### src/rtl/rv_dmem.sv
// Data-memory responder for the RV core memory stage: byte-enabled stores, registered loads,
// post-reset clear sweep, loader port, out-of-range flag and saturating access counters.
package rv_dmem_pkg;
  typedef struct packed {
    logic [31:0] address;
    logic [31:0] wr_data;
    logic        wr_en;
    logic        rd_en;
    logic [3:0]  byte_en;
  } t_core2mem_req;
endpackage

module rv_dmem
  import rv_dmem_pkg::*;
#(
  parameter int unsigned DEPTH = 64,
  parameter int unsigned CNT_W = 16,
  localparam int unsigned AW = $clog2(DEPTH)
) (
  input  logic             clk,
  input  logic             rst,
  input  t_core2mem_req    core2dmem_req,
  output logic [31:0]      dmem_rd_data,
  input  logic             ld_valid,
  input  logic [AW-1:0]    ld_addr,
  input  logic [31:0]      ld_data,
  output logic             ld_ready,
  output logic             init_done,
  output logic             oor_err,
  output logic [CNT_W-1:0] rd_cnt,
  output logic [CNT_W-1:0] wr_cnt
);

  typedef enum logic {StInit, StReady} state_e;

  state_e            state_q, state_d;
  logic [AW-1:0]     clr_ptr_q;
  logic [31:0]       mem [DEPTH];
  logic [31:0]       rd_data_q;
  logic              oor_q;
  logic [CNT_W-1:0]  rd_cnt_q, wr_cnt_q;

  logic [AW-1:0]     widx;
  logic              req_oor;
  logic              core_rd, core_wr, wr_hit, ld_fire;
  logic [31:0]       rd_word;
  logic              unused_addr;

  // Byte offset plays no part in word indexing.
  assign unused_addr = ^core2dmem_req.address[1:0];

  assign widx    = core2dmem_req.address[AW+1:2];
  assign req_oor = |core2dmem_req.address[31:AW+2];
  assign core_rd = init_done & core2dmem_req.rd_en;
  assign core_wr = init_done & core2dmem_req.wr_en;
  assign wr_hit  = core_wr & ~req_oor;
  assign ld_fire = ld_valid & ld_ready;

  // FSM: state register
  always_ff @(posedge clk or negedge rst) begin
    if (!rst) begin
      state_q   <= StInit;
      clr_ptr_q <= '0;
    end else begin
      state_q <= state_d;
      if (state_q == StInit) clr_ptr_q <= clr_ptr_q + 1'b1;
    end
  end

  // FSM: next state
  always_comb begin
    state_d = state_q;
    if (state_q == StInit && clr_ptr_q == AW'(DEPTH - 1)) state_d = StReady;
  end

  // FSM: outputs
  always_comb begin
    init_done = (state_q == StReady);
    ld_ready  = init_done & ~core2dmem_req.wr_en;
  end

  // Write-first view of the addressed word as it will look after this edge.
  always_comb begin
    rd_word = mem[widx];
    if (wr_hit) begin
      for (int i = 0; i < 4; i++) begin
        if (core2dmem_req.byte_en[i]) rd_word[8*i +: 8] = core2dmem_req.wr_data[8*i +: 8];
      end
    end
    if (ld_fire && ld_addr == widx) rd_word = ld_data;
    if (req_oor) rd_word = '0;
  end

  always_ff @(posedge clk) begin
    if (!init_done) begin
      mem[clr_ptr_q] <= '0;
    end else begin
      if (wr_hit) begin
        for (int i = 0; i < 4; i++) begin
          if (core2dmem_req.byte_en[i]) mem[widx][8*i +: 8] <= core2dmem_req.wr_data[8*i +: 8];
        end
      end
      if (ld_fire) mem[ld_addr] <= ld_data;
    end
  end

  always_ff @(posedge clk or negedge rst) begin
    if (!rst) begin
      rd_data_q <= '0;
      oor_q     <= 1'b0;
      rd_cnt_q  <= '0;
      wr_cnt_q  <= '0;
    end else begin
      if (core_rd) rd_data_q <= rd_word;
      if ((core_rd || core_wr) && req_oor) oor_q <= 1'b1;
      if (core_rd && rd_cnt_q != '1) rd_cnt_q <= rd_cnt_q + CNT_W'(1);
      if (core_wr && wr_cnt_q != '1) wr_cnt_q <= wr_cnt_q + CNT_W'(1);
    end
  end

  assign dmem_rd_data = rd_data_q;
  assign oor_err      = oor_q;
  assign rd_cnt       = rd_cnt_q;
  assign wr_cnt       = wr_cnt_q;

endmodule

### config.mk
export PLATFORM = sky130hd
export DESIGN_NAME = rv_dmem
export DESIGN_NICKNAME = d
export VERILOG_FILES = /design/src/rtl/rv_dmem.sv
export SDC_FILE = /design/constraint.sdc
export NUM_CORES = 2
export LEC_CHECK = 0
export CAP_MARGIN = 15
export CORE_MARGIN = 3
export CORE_UTILIZATION = 50
export CTS_BUF_LIST = sky130_fd_sc_hd__clkbuf_4
export CTS_CLUSTER_SIZE = 12
export DETAILED_ROUTE_END_ITERATION = 8
export PLACE_DENSITY = 0.68
export SKIP_LAST_GASP = 1
export SYNTH_ARGS = -nofsm -noshare
export SYNTH_HDL_FRONTEND = slang
export SYNTH_SLANG_ARGS = --single-unit
### constraint.sdc
create_clock -name clk -period 10.3 [get_ports clk]
set_input_delay 3.09 -clock clk [delete_from_list [all_inputs] [get_ports clk]]
set_output_delay 3.09 -clock clk [all_outputs]
set_load 0.01 [all_outputs]
# Word-level counts from Yosys, hierarchy flattened
# Memories as Yosys holds them, arrays and structs flattened.
# Index checks and enable logic that the tools add are counted.
[op_classes]
addsub = 3
n_eq_ne = 4
muxes = 33
bitwise = 8
reduce_logical = 9
[ops]
columns = ["operator", "count"]
rows = [
  ["two-way mux 32 bit", 5],
  ["OR reduction 32 bit", 2],
  ["adder 16 x 1 -> 16 bit (second input constant)", 2],
  ["two-way mux 8 bit", 4],
  ["!= test 16 bit (second input constant)", 2],
  ["OR reduction 24 bit", 1],
  ["two-way mux 1 bit", 20],
  ["two-way mux 6 bit", 2],
  ["two-way mux 4 bit", 2],
  ["adder 6 x 1 -> 6 bit (second input constant)", 1],
  ["equality test 6 bit", 1],
  ["equality test 6 bit (second input constant)", 1],
  ["AND 1 bit", 5],
  ["logical AND 1 bit", 5],
  ["NOT 1 bit", 3],
  ["logical OR 1 bit", 1],
]
[word_totals]
regBits = 72
mem_bits_rw = 2048
input_bits = 111
elab_cells = 64
n_memories = 1
[memory_table]
columns = ["memory", "words", "word_bits", "rd", "rd_clocked_by_memory_dff", "write_ports", "line_no", "text"]
rows = [
  ["mem", 64, 32, 1, 0, 1, "38", "logic [31:0] mem [DEPTH];"],
]

# Depth between registers and ports, before layout
[depth]
depth_word = 9
ltp_mapped = 12

# Worst setup path after synthesis
# OpenSTA, ideal clock, no wires.
[synth_path]
path_kind = "input to register"
startpoint = "input port core2dmem_req[51] (netlist name)"
endpoint = "memory mem[0][9] (data pin)"
setup_time_ps = 702
arrival_ps = 6510
required_ps = 9598
setup_slack_ps = 3088
stages = 5
n_path_buf = 1
path_cell_list = "nor4_1 > and2_1 > buf_4 > nand4_4 > o21ai_0"
[synth_between]
elab_chain_cells = 9
word_cells_on_any_way = 18
[synth_lines]
columns = ["element", "line_no", "text"]
rows = [
  ["start, declared", "22", "input t_core2mem_req core2dmem_req,"],
  ["OR reduction 24 bit *", "53", "assign req_oor = |core2dmem_req.address[31:AW+2];"],
  ["NOT 1 bit *", "56", "assign wr_hit = core_wr & ~req_oor;"],
  ["AND 1 bit *", "56", ""],
  ["two-way mux 1 bit", "98", "if (wr_hit) begin"],
  ["two-way mux 1 bit", "95", "if (!init_done) begin"],
  ["two-way mux 1 bit (implied by the code)", "100", "if (core2dmem_req.byte_en[i]) mem[widx][8*i +: 8] <= core2dmem_req.wr_data[8*i +: 8];"],
  ["OR reduction 32 bit (no line) *", "-", ""],
  ["two-way mux 32 bit (no line) * (2 in a row)", "-", ""],
  ["end, declared", "38", ""],
]
# Mark *: on every way between the ends. The rest lies on a longest branch, timed or not.

# Final worst setup path
[layout_path]
startpoint = "input port core2dmem_req[5] (netlist name)"
endpoint = "output port ld_ready"
[layout_between]
elab_chain_cells = 2
[layout_lines]
columns = ["element", "line_no", "text"]
rows = [
  ["NOT 1 bit", "79", "ld_ready = init_done & ~core2dmem_req.wr_en;"],
  ["AND 1 bit", "79", ""],
  ["end, declared", "27", "output logic ld_ready,"],
]
# No other way between the ends.

==> flow_metrics.env <==
export IMPL_synth_most_common_cell="edfxtp_1"
export IMPL_worstSetupPathType="in -> out"
export IMPL_setup_viol=0
export IMPL_areaGrowthSynthToFinish_pct=12.88
export IMPL_yosys_area_share_adder=0.0004474
export IMPL_synth_mux_area_frac=0.1534
export IMPL_ant_nets=0
export IMPL_setup_slack_ps=2665
export IMPL_dieArea_sq_um=172700
export IMPL_hp_class="reg -> reg"
export IMPL_totalWireLength_mm=227.4
export IMPL_slew_headroom=0.09127
export IMPL_layout_worst_path_cycle_share=0.7413
export IMPL_postSynthCellCount=4197
export IMPL_status="completed"
export IMPL_r2r_start="init_done$_DFFE_PN0P_"
export IMPL_io_pins=178
export IMPL_grt_pass1_vias=46190
export IMPL_ys_ff_latch=2120
export IMPL_synth_edff_count=2048
export IMPL_vdd_drop_max_mv=0.1441
export IMPL_drive_above_1_share=0.2900
export IMPL_cts_sinks=2120
export IMPL_netlist_area_sq_um=83900
export IMPL_drc=0
export IMPL_startpoint_type="primary input"
export IMPL_drtPass1Iterations=6
export IMPL_synth_compound_area_frac=0.03523
export IMPL_numCtsBuffers=550
export IMPL_crit_start="core2dmem_req[5]"
export IMPL_hp_start="oor_err$_DFFE_PN0P_"
export IMPL_die_height_um=415.6
export IMPL_synth_largest_area_cell="edfxtp_1"
export IMPL_dr_total_vias=45890
export IMPL_cp_data_required_time_ps=7210
export IMPL_place_hpwl_mm=141.1
export IMPL_antenna_found_initial=9
export IMPL_dp_cells=6438
export IMPL_grt_max_degree=105
export IMPL_clk_path_buf_depth=4
export IMPL_synthSimpleGateAreaFrac=0.03544
export IMPL_syn_nets=4311
export IMPL_drv_cap=0
export IMPL_clock_latency_ps=1370
export IMPL_synth_warnings=0
export IMPL_place_area_sq_um=88070
export IMPL_syn_area_per_cell_sq_um=19.99
export IMPL_period_needed_ps=7635
export IMPL_synth_xor_area_frac=0.004280
export IMPL_htree_num_levels=6
export IMPL_critPathArrivalTime_ps=4550
export IMPL_cts_tree="yes"
export IMPL_place_congestion=0.8952
export IMPL_dp_slack_ps=1902
export IMPL_yosys_most_used_dff="edfxtp_1"
export IMPL_async_reset_ff_frac=0.03396
export IMPL_gr_total_overflow=0
export IMPL_initial_core_util=0.5056
export IMPL_synth_common_cells="edfxtp_1, mux4_2, nor2_1, mux2i_1, nand2_1"
export IMPL_grt_usage=0.2634
export IMPL_io_buffers=175
export IMPL_yosysSeqAreaShare=0.7545
export IMPL_setup_tns_ps=0
export IMPL_ys_types=69
export IMPL_finalInstanceArea_sq_um=94700
export IMPL_p_leak_nw=25.94
export IMPL_wl_per_cell_um=30.89
export IMPL_grt_setup_unrepaired="false"
export IMPL_fin_cells=7359
export IMPL_post_cts_resized=0
export IMPL_synth_top_family_by_area="multiplexers"
export IMPL_dieWidth_um=415.6
export IMPL_yosys_top_cells_area="edfxtp_1, mux4_2, mux2i_1, dfrtp_1, nor2_1"
export IMPL_clk_pin_slew_ps=70
export IMPL_fin_skew_ps=99.50
export IMPL_cts_setup_buffers=0
export IMPL_clockRootBuffer="clkbuf_4"
export IMPL_ctsHoldBuffers=0
export IMPL_finalHoldViolCount=0
export IMPL_final_nets=4922
export IMPL_row_count=149
export IMPL_synth_top_area_frac=0.7330
export IMPL_crit_path_max_fanout=3
export IMPL_drv_slew=0
export IMPL_grt_pass1_wl_mm=325.0
export IMPL_viasPerCell=6.236
export IMPL_clock_fmax_ghz=0.1310
export IMPL_endpoint_kind="output port"
export IMPL_worstMarginPinSlew_ps=1360
export IMPL_core_sq_um=165900
export IMPL_p_per_area_nw_per_um2=175.9
export IMPL_drt_iter0_markers=5459
metal layers:
layer	track usage	vias to the layer above	wire (um)
met5	0	-	13
met4	0.1478	2	12740
met3	0.06484	552	22440
met2	0.4098	2711	109000
met1	0.3431	23690	83120
li1	-	18940	-
critical path, stage by stage:
cell	delay (ps)
clkdlybuf4s50_1	450
nor2b_1	130
buf_4	260
clkdlybuf4s50_1	600
sequential cells by signal (all words and copies together) (netlist names):
name          flops
clr_ptr_q         6
dmem_rd_data     32
init_done         1
mem            2048
oor_err           1
rd_cnt           16
wr_cnt           16
power by group:
part	total [mW]	switching (mW)	internal, mW
clock network	6.85	3.27	3.58
registers	9.30	0	9.30
logic	0.508	0.329	0.179
logic make-up (layout without fill, tap and decap cells):
family	after synthesis	count (layout)
AOI/OAI and AO/OA	409	409
xor gates and xnor gates	41	41
adders and majority gates	3	3
buffers and inverters	240	1192
DFF	2120	2120
muxes	696	696
other	0	21
and+or+nand+nor	688	688
per-stage QoR:
step,util,hold slack [ps],power [mW]
floorplan,-,457.3,9.778
global placement,0.5308,457.3,9.990
detailed placement,0.5308,460.2,9.992
CTS,0.5696,478.0,16.76
global route,0.5706,502.8,17.26
finish,0.5707,473.4,16.66
layout by cell type, fill, tap and decap left out, drive strengths merged, types with 20 or more instances in the layout:
cell type,instances
a21oi,76
a221oi,27
a22o,38
a22oi,77
a31oi,20
buf,119
clkbuf,779
clkdlybuf4s50,168
clkinv,95
dfrtp,72
diode,21
edfxtp,2048
inv,25
mux2,20
mux2i,206
mux4,470
nand2,182
nand3,45
nand4,26
nor2,336
nor3,20
o21ai,46
o221ai,33
o22ai,32
xnor2,24
path summary, 6_finish.rpt:
kind | cells after the start | end | slack (ps)
min in group asynchronous | 1 | wr_cnt[7]$_DFFE_PN0P_ | 1600
setup / recovery | 4 | ld_ready | 2660
setup reg to reg | 9 | mem[51][23]$_DFFE_PP_ | 5240
hold reg to reg | 1 | oor_err$_DFFE_PN0P_ | 470
hold / removal | 1 | oor_err$_DFFE_PN0P_ | 470
max in group asynchronous | 2 | dmem_rd_data[29]$_DFFE_PN0P_ | 7300
final cells by class:
| type | instances | area [sq um] |
|---|---|---|
| Timing Repair Buffer | 287 | 2785 |
| Inverter | 12 | 52.55 |
| Antenna cell | 21 | 52.55 |
| Clock inverter | 114 | 584.3 |
| Fill cell | 12510 | 71220 |
| Tap cell | 2189 | 2739 |
| Sequential cell | 2120 | 63300 |
| Multi-Input combinational cell | 1837 | 19340 |
| Clock buffer | 779 | 5848 |
(Power assumes the default switching activity.)
